$ cat src/rtl/prim_flop_pipe_stage.sv
// prim_flop_pipe_stage: one elastic register slice; in_valid/in_data/in_ready upstream, out_valid/out_data/out_ready downstream, flush clears valid
module prim_flop_pipe_stage #(
    parameter int               Width      = 8,
    parameter logic [Width-1:0] ResetValue = '0
) (
    input  logic             clk_i,
    input  logic             rst_ni,
    input  logic             in_valid,
    input  logic [Width-1:0] in_data,
    input  logic             out_ready,
    input  logic             flush,
    output logic             out_valid,
    output logic [Width-1:0] out_data,
    output logic             in_ready
);
    assign in_ready = !out_valid || out_ready;
    always_ff @(posedge clk_i or negedge rst_ni)
        if (!rst_ni) begin
            out_valid <= 1'b0;
            out_data  <= ResetValue;
        end else begin
            out_valid <= flush ? 1'b0 : in_ready ? in_valid : out_valid;
            if (!flush && in_ready && in_valid) out_data <= in_data;
        end
endmodule

$ cat src/rtl/prim_flop_pipe.sv
// prim_flop_pipe: Depth-stage elastic valid/ready pipeline; valid_i/data_i/ready_o in, valid_o/data_o/ready_i out, flush_i drops all, count_o occupancy
module prim_flop_pipe #(
    parameter int               Width      = 8,
    parameter int               Depth      = 2,
    parameter logic [Width-1:0] ResetValue = '0,
    localparam int              CntW       = $clog2(Depth + 1)
) (
    input  logic             clk_i,
    input  logic             rst_ni,
    input  logic             valid_i,
    input  logic [Width-1:0] data_i,
    output logic             ready_o,
    input  logic             flush_i,
    output logic             valid_o,
    output logic [Width-1:0] data_o,
    input  logic             ready_i,
    output logic [CntW-1:0]  count_o
);
    if (Depth < 1) begin : g_bad_depth
        $error("prim_flop_pipe: Depth must be >= 1");
    end
    logic [Depth:0]   v;
    logic [Depth:0]   rdy;
    logic [Width-1:0] d [Depth+1];
    assign v[0]       = valid_i;
    assign d[0]       = data_i;
    assign rdy[Depth] = ready_i;
    for (genvar g = 0; g < Depth; g++) begin : g_stage
        prim_flop_pipe_stage #(
            .Width     (Width),
            .ResetValue(ResetValue)
        ) u_stage (
            .clk_i    (clk_i),
            .rst_ni   (rst_ni),
            .in_valid (v[g]),
            .in_data  (d[g]),
            .out_ready(rdy[g+1]),
            .flush    (flush_i),
            .out_valid(v[g+1]),
            .out_data (d[g+1]),
            .in_ready (rdy[g])
        );
    end
    assign ready_o = rdy[0] && !flush_i;
    assign valid_o = v[Depth];
    assign data_o  = d[Depth];
    always_comb begin
        count_o = '0;
        for (int i = 1; i <= Depth; i++) count_o = count_o + CntW'(v[i]);
    end
endmodule
$ cat config.mk
export PLATFORM = sky130hd
export DESIGN_NAME = prim_flop_pipe
export DESIGN_NICKNAME = d
export VERILOG_FILES = /design/src/rtl/prim_flop_pipe_stage.sv /design/src/rtl/prim_flop_pipe.sv
export SDC_FILE = /design/constraint.sdc
export NUM_CORES = 1
export LEC_CHECK = 0
export ABC_AREA = 1
export BUFFER_PORTS_ARGS = -buffer_cell sky130_fd_sc_hd__buf_4
export CAP_MARGIN = 20
export CORE_UTILIZATION = 45
export DETAILED_ROUTE_END_ITERATION = 7
export GPL_TIMING_DRIVEN = 0
export MAX_ROUTING_LAYER = met4
export PLACE_DENSITY = 0.79
export SYNTH_ARGS = -nofsm -noshare
export SYNTH_HDL_FRONTEND = slang
export SYNTH_SLANG_ARGS = --single-unit
$ cat constraint.sdc
create_clock -name clk_i -period 1 [get_ports clk_i]
set_input_delay 0.05 -clock clk_i [delete_from_list [all_inputs] [get_ports clk_i]]
set_output_delay 0.05 -clock clk_i [all_outputs]
set_load 0.1 [all_outputs]
==> flow_summary.rst <==
.. list-table::
   :header-rows: 1

   * - Metric
     - Value
   * - Avg Synthesized Cell Area
     - 10.0 sq um
   * - Hold Path Class
     - in -> reg
   * - R2r setup slk
     - -0.34 ns
   * - Num CTS Buffers
     - 3
   * - Global-route wire length before repair
     - 3.31 mm
   * - Die span in y
     - 46.5 um
   * - P per Cell Area
     - 1790 nW/um^2
   * - Minimum clock period
     - 1.36 ns
   * - Die Wd
     - 46.5 um
   * - Post-route antenna net violation count
     - 0
   * - Tightest Pin Transition
     - 0.224 ns
   * - Worst clock skew
     - 0.0126 ns
   * - Detailed-route wire length
     - 2.29 mm
   * - Total number of yosys warnings
     - 0
   * - Max Clock Freq
     - 0.737 GHz
   * - Launch point of the worst reg-to-reg path
     - g_stage[1].u_stage.out_valid
   * - Unrepaired setup endpoints after global routing
     - yes
   * - GRT Total Usage
     - 23.7%
   * - FP Rows
     - 15
   * - Worst-Skew Late Latency
     - 0.30 ns
   * - Sink Count
     - 18
   * - Number of I/O pins
     - 25
   * - Effective utilization at floorplan
     - 50.0%
   * - Count of mapped cells out of synthesis
     - 89
   * - Count of endpoints failing hold in the final timing report
     - 0
   * - Violations in the final reports
     - setup timing
   * - Sw Pwr
     - 1.18 mW
   * - Vias per cell
     - 4.85
   * - Count of buffers from port buffering
     - 23
   * - Gate family responsible for the most delay along the worst path
     - flip-flops
   * - Final setup violation count
     - 24
   * - GPL Wtd Cong
     - 0.755
   * - Path length in cells of the critical path
     - 5
   * - Overall die area
     - 2160 sq um
   * - Crit path max fanout
     - 4
   * - Worst-path cell chain
     - nand3_4 -> buf_8 -> nand2_4 -> clkinvlp_4 -> buf_12
   * - Proportion of power drawn by flip-flops and latches
     - 34.2%
   * - Fraction of layout cells with a size suffix above 1
     - 52.6%
   * - Final critical-path share of the clock period
     - 136%
   * - Cell area after placement
     - 1120 sq um
   * - Cell at the slowest stage of the critical path
     - dfrtp_4
   * - Status
     - finished with violations
   * - Combinational cell fraction of total power
     - 52.2%
   * - Buffers & Inverters on Critical Path
     - 3
   * - Post-Syn Nets
     - 103
   * - Hold_ws
     - 0.0402 ns
   * - Worst setup path endpoint
     - ready_o
   * - RR Endpoint
     - g_stage[1].u_stage.out_data[2]
   * - DRC viols
     - 0
   * - Final routed wire length divided by cell count
     - 14.1 um
   * - Crit path kind
     - reg -> out
   * - Standard cell core area
     - 1780 sq um
   * - Overall power consumption
     - 2.77 mW
   * - Internal power component
     - 1.59 mW
   * - Arrival time at the worst endpoint
     - 1.31 ns
   * - Element type at the critical path start
     - flip-flop
   * - TritonRoute pass-1 iters
     - 4
   * - Worst-case reg-to-reg path depth
     - 6
   * - Total overflow reported by the global router
     - 0
   * - Antenna cells
     - 0
   * - Initial antenna violation count
     - 0
   * - Post-Layout Inst Area
     - 1550 sq um
   * - Detailed placement HPWL
     - 1.12 mm
   * - Post-synthesis register bit count
     - 18
   * - Total number of vias
     - 785
   * - DP Cell Count
     - 137
   * - Clock edge transition at the registers on the reported setup and hold paths
     - 0.10 ns
   * - Deepest clock path buffer count
     - 2
   * - Worst supply voltage drop on vdd
     - 1.56 mV
   * - Part of the Yosys area used for sequential elements
     - 50.6%
   * - Count of nets after finishing
     - 152
   * - Max-cap violations
     - 0
   * - Worst path setup slack after routing
     - -0.357 ns
   * - Worst EP required
     - 0.95 ns
   * - Clock tree from TritonCTS
     - built
   * - Maximum number of pins on one net before global-route repair
     - 19
   * - Post-synthesis instance area
     - 891 sq um
   * - Leakage power summed over all cells
     - 0.756 nW
   * - Clock network power share
     - 13.7%
   * - Count of cell types in the netlist
     - 14
   * - H-tree Lvls
     - 1
   * - Origin of the worst setup path
     - g_stage[1].u_stage.out_valid
   * - Vias in the first global route
     - 763
   * - Delay of the slowest cell on the worst path
     - 0.53 ns
   * - Starting DRC count in detailed routing
     - 14
   * - Post-route non-filler standard cell count
     - 162
   * - Clock root buffer
     - clkbuf_4
   * - Area grow syn2layout
     - 73.9%
   * - Sw Share
     - 42.7%
   * - Worst setup EP type
     - output pin
   * - Slew Viols, Final
     - 0
   * - Setup slack at placement
     - -0.159 ns
   * - Worst slew margin relative to its limit
     - 85.0%
-- cells in the final DEF, fill, tap and decap left out, drive strengths merged --
| cell | synthesis | routed |
|---|---|---|
| buf | 12 | 45 |
| clkbuf | 0 | 4 |
| clkinvlp | 0 | 1 |
| dfrtp | 18 | 18 |
| dlygate4sd3 | 0 | 10 |
| ha | 1 | 1 |
| inv | 11 | 10 |
| nand2 | 26 | 26 |
| nand3 | 3 | 4 |
| nand4 | 8 | 8 |
| o21ai | 10 | 10 |
-- repair_timing --
item                                    CTS  global route
buffers inserted                         11             4
hold buffers                             10             0
pin swaps                                 1             0
endpoints found under the setup margin   23            25
gates cloned                              1             1
endpoints found under the hold margin    28             0
gates resized for setup                  46             4
-- cells in the mapped netlist (all sizes together) --
| library cell | number | area [sq um] |
|---|---|---|
| dfrtp | 18 | 450 |
| ha | 1 | 12.5 |
| buf | 12 | 105 |
| nand3 | 3 | 45.0 |
| o21ai | 10 | 83.8 |
| inv | 11 | 41.3 |
| nand2 | 26 | 103 |
| nand4 | 8 | 50.1 |
-- power groups by stage --
stage | Clock, mW | Combinational (mW) | Sequential, mW
after global placement | 0 | 1.09 | 0.922
after CTS | 0.392 | 1.42 | 0.940
after global routing | 0.410 | 1.50 | 0.960
after detailed placement | 0 | 1.10 | 0.926
final | 0.379 | 1.45 | 0.948
after floorplan | 0 | 0.898 | 0.930
-- metrics by stage --
step,setup TNS (ns),util [%]
floorplan,-4.13,-
global placement,-0.987,62.8
CTS,-4.18,84.6
detailed placement,-1.18,62.8
global route,-6.25,86.9
finish,-5.10,86.9
-- how the worst min path moves through the flow --
stage	startpoint	end	slack, ns	depth (start not counted)
global route	ready_i	g_stage[1].u_stage.out_valid	0.04	4
CTS	ready_i	g_stage[1].u_stage.out_valid	0.04	4
detailed placement	rst_ni	g_stage[1].u_stage.out_data[2]	-0.07	1
finish	ready_i	g_stage[1].u_stage.out_valid	0.04	4
floorplan	rst_ni	g_stage[0].u_stage.out_data[0]	-0.25	0
global placement	rst_ni	g_stage[1].u_stage.out_data[7]	-0.07	1
-- worst min-delay path, stage by stage --
cell	delay, ns
buf_4	0.09
inv_2	0.05
nand2_4	0.07
o21ai_1	0.06
-- registers in the layout, summed over array words and instances, names as in the netlist --
| name | cells |
|---|---|
| g_stage.u_stage.out_data | 16 |
| g_stage.u_stage.out_valid | 2 |
-- logic make-up (layout without fill, tap and decap cells) --
family                     after synthesis  in the layout  share of synthesized area [%]
and+or+nand+nor                         37             38                           22.2
buffers and inverters                   23             70                           16.4
DFF                                     18             18                           50.6
AOI/OAI and AO/OA                       10             10                           9.41
adders and majority gates                1              1                           1.40
-- metal layers --
layer	track usage, %	up-vias	wire length (um)
li1	-	374	-
met1	27.8	379	939
met2	40.3	24	1190
met3	3.53	8	77
met4	8.82	0	80
met5	-	-	0
-- final cells by class --
class	instances	area, sq um
Sequential cell	18	455
Tap cell	25	31.3
Inverter	11	45.0
Buffer	6	71.3
Clock buffer	4	26.3
Fill cell	87	234
Timing Repair Buffer	49	578
Multi-Input combinational cell	49	342
Power figures use the tool's default switching activity.
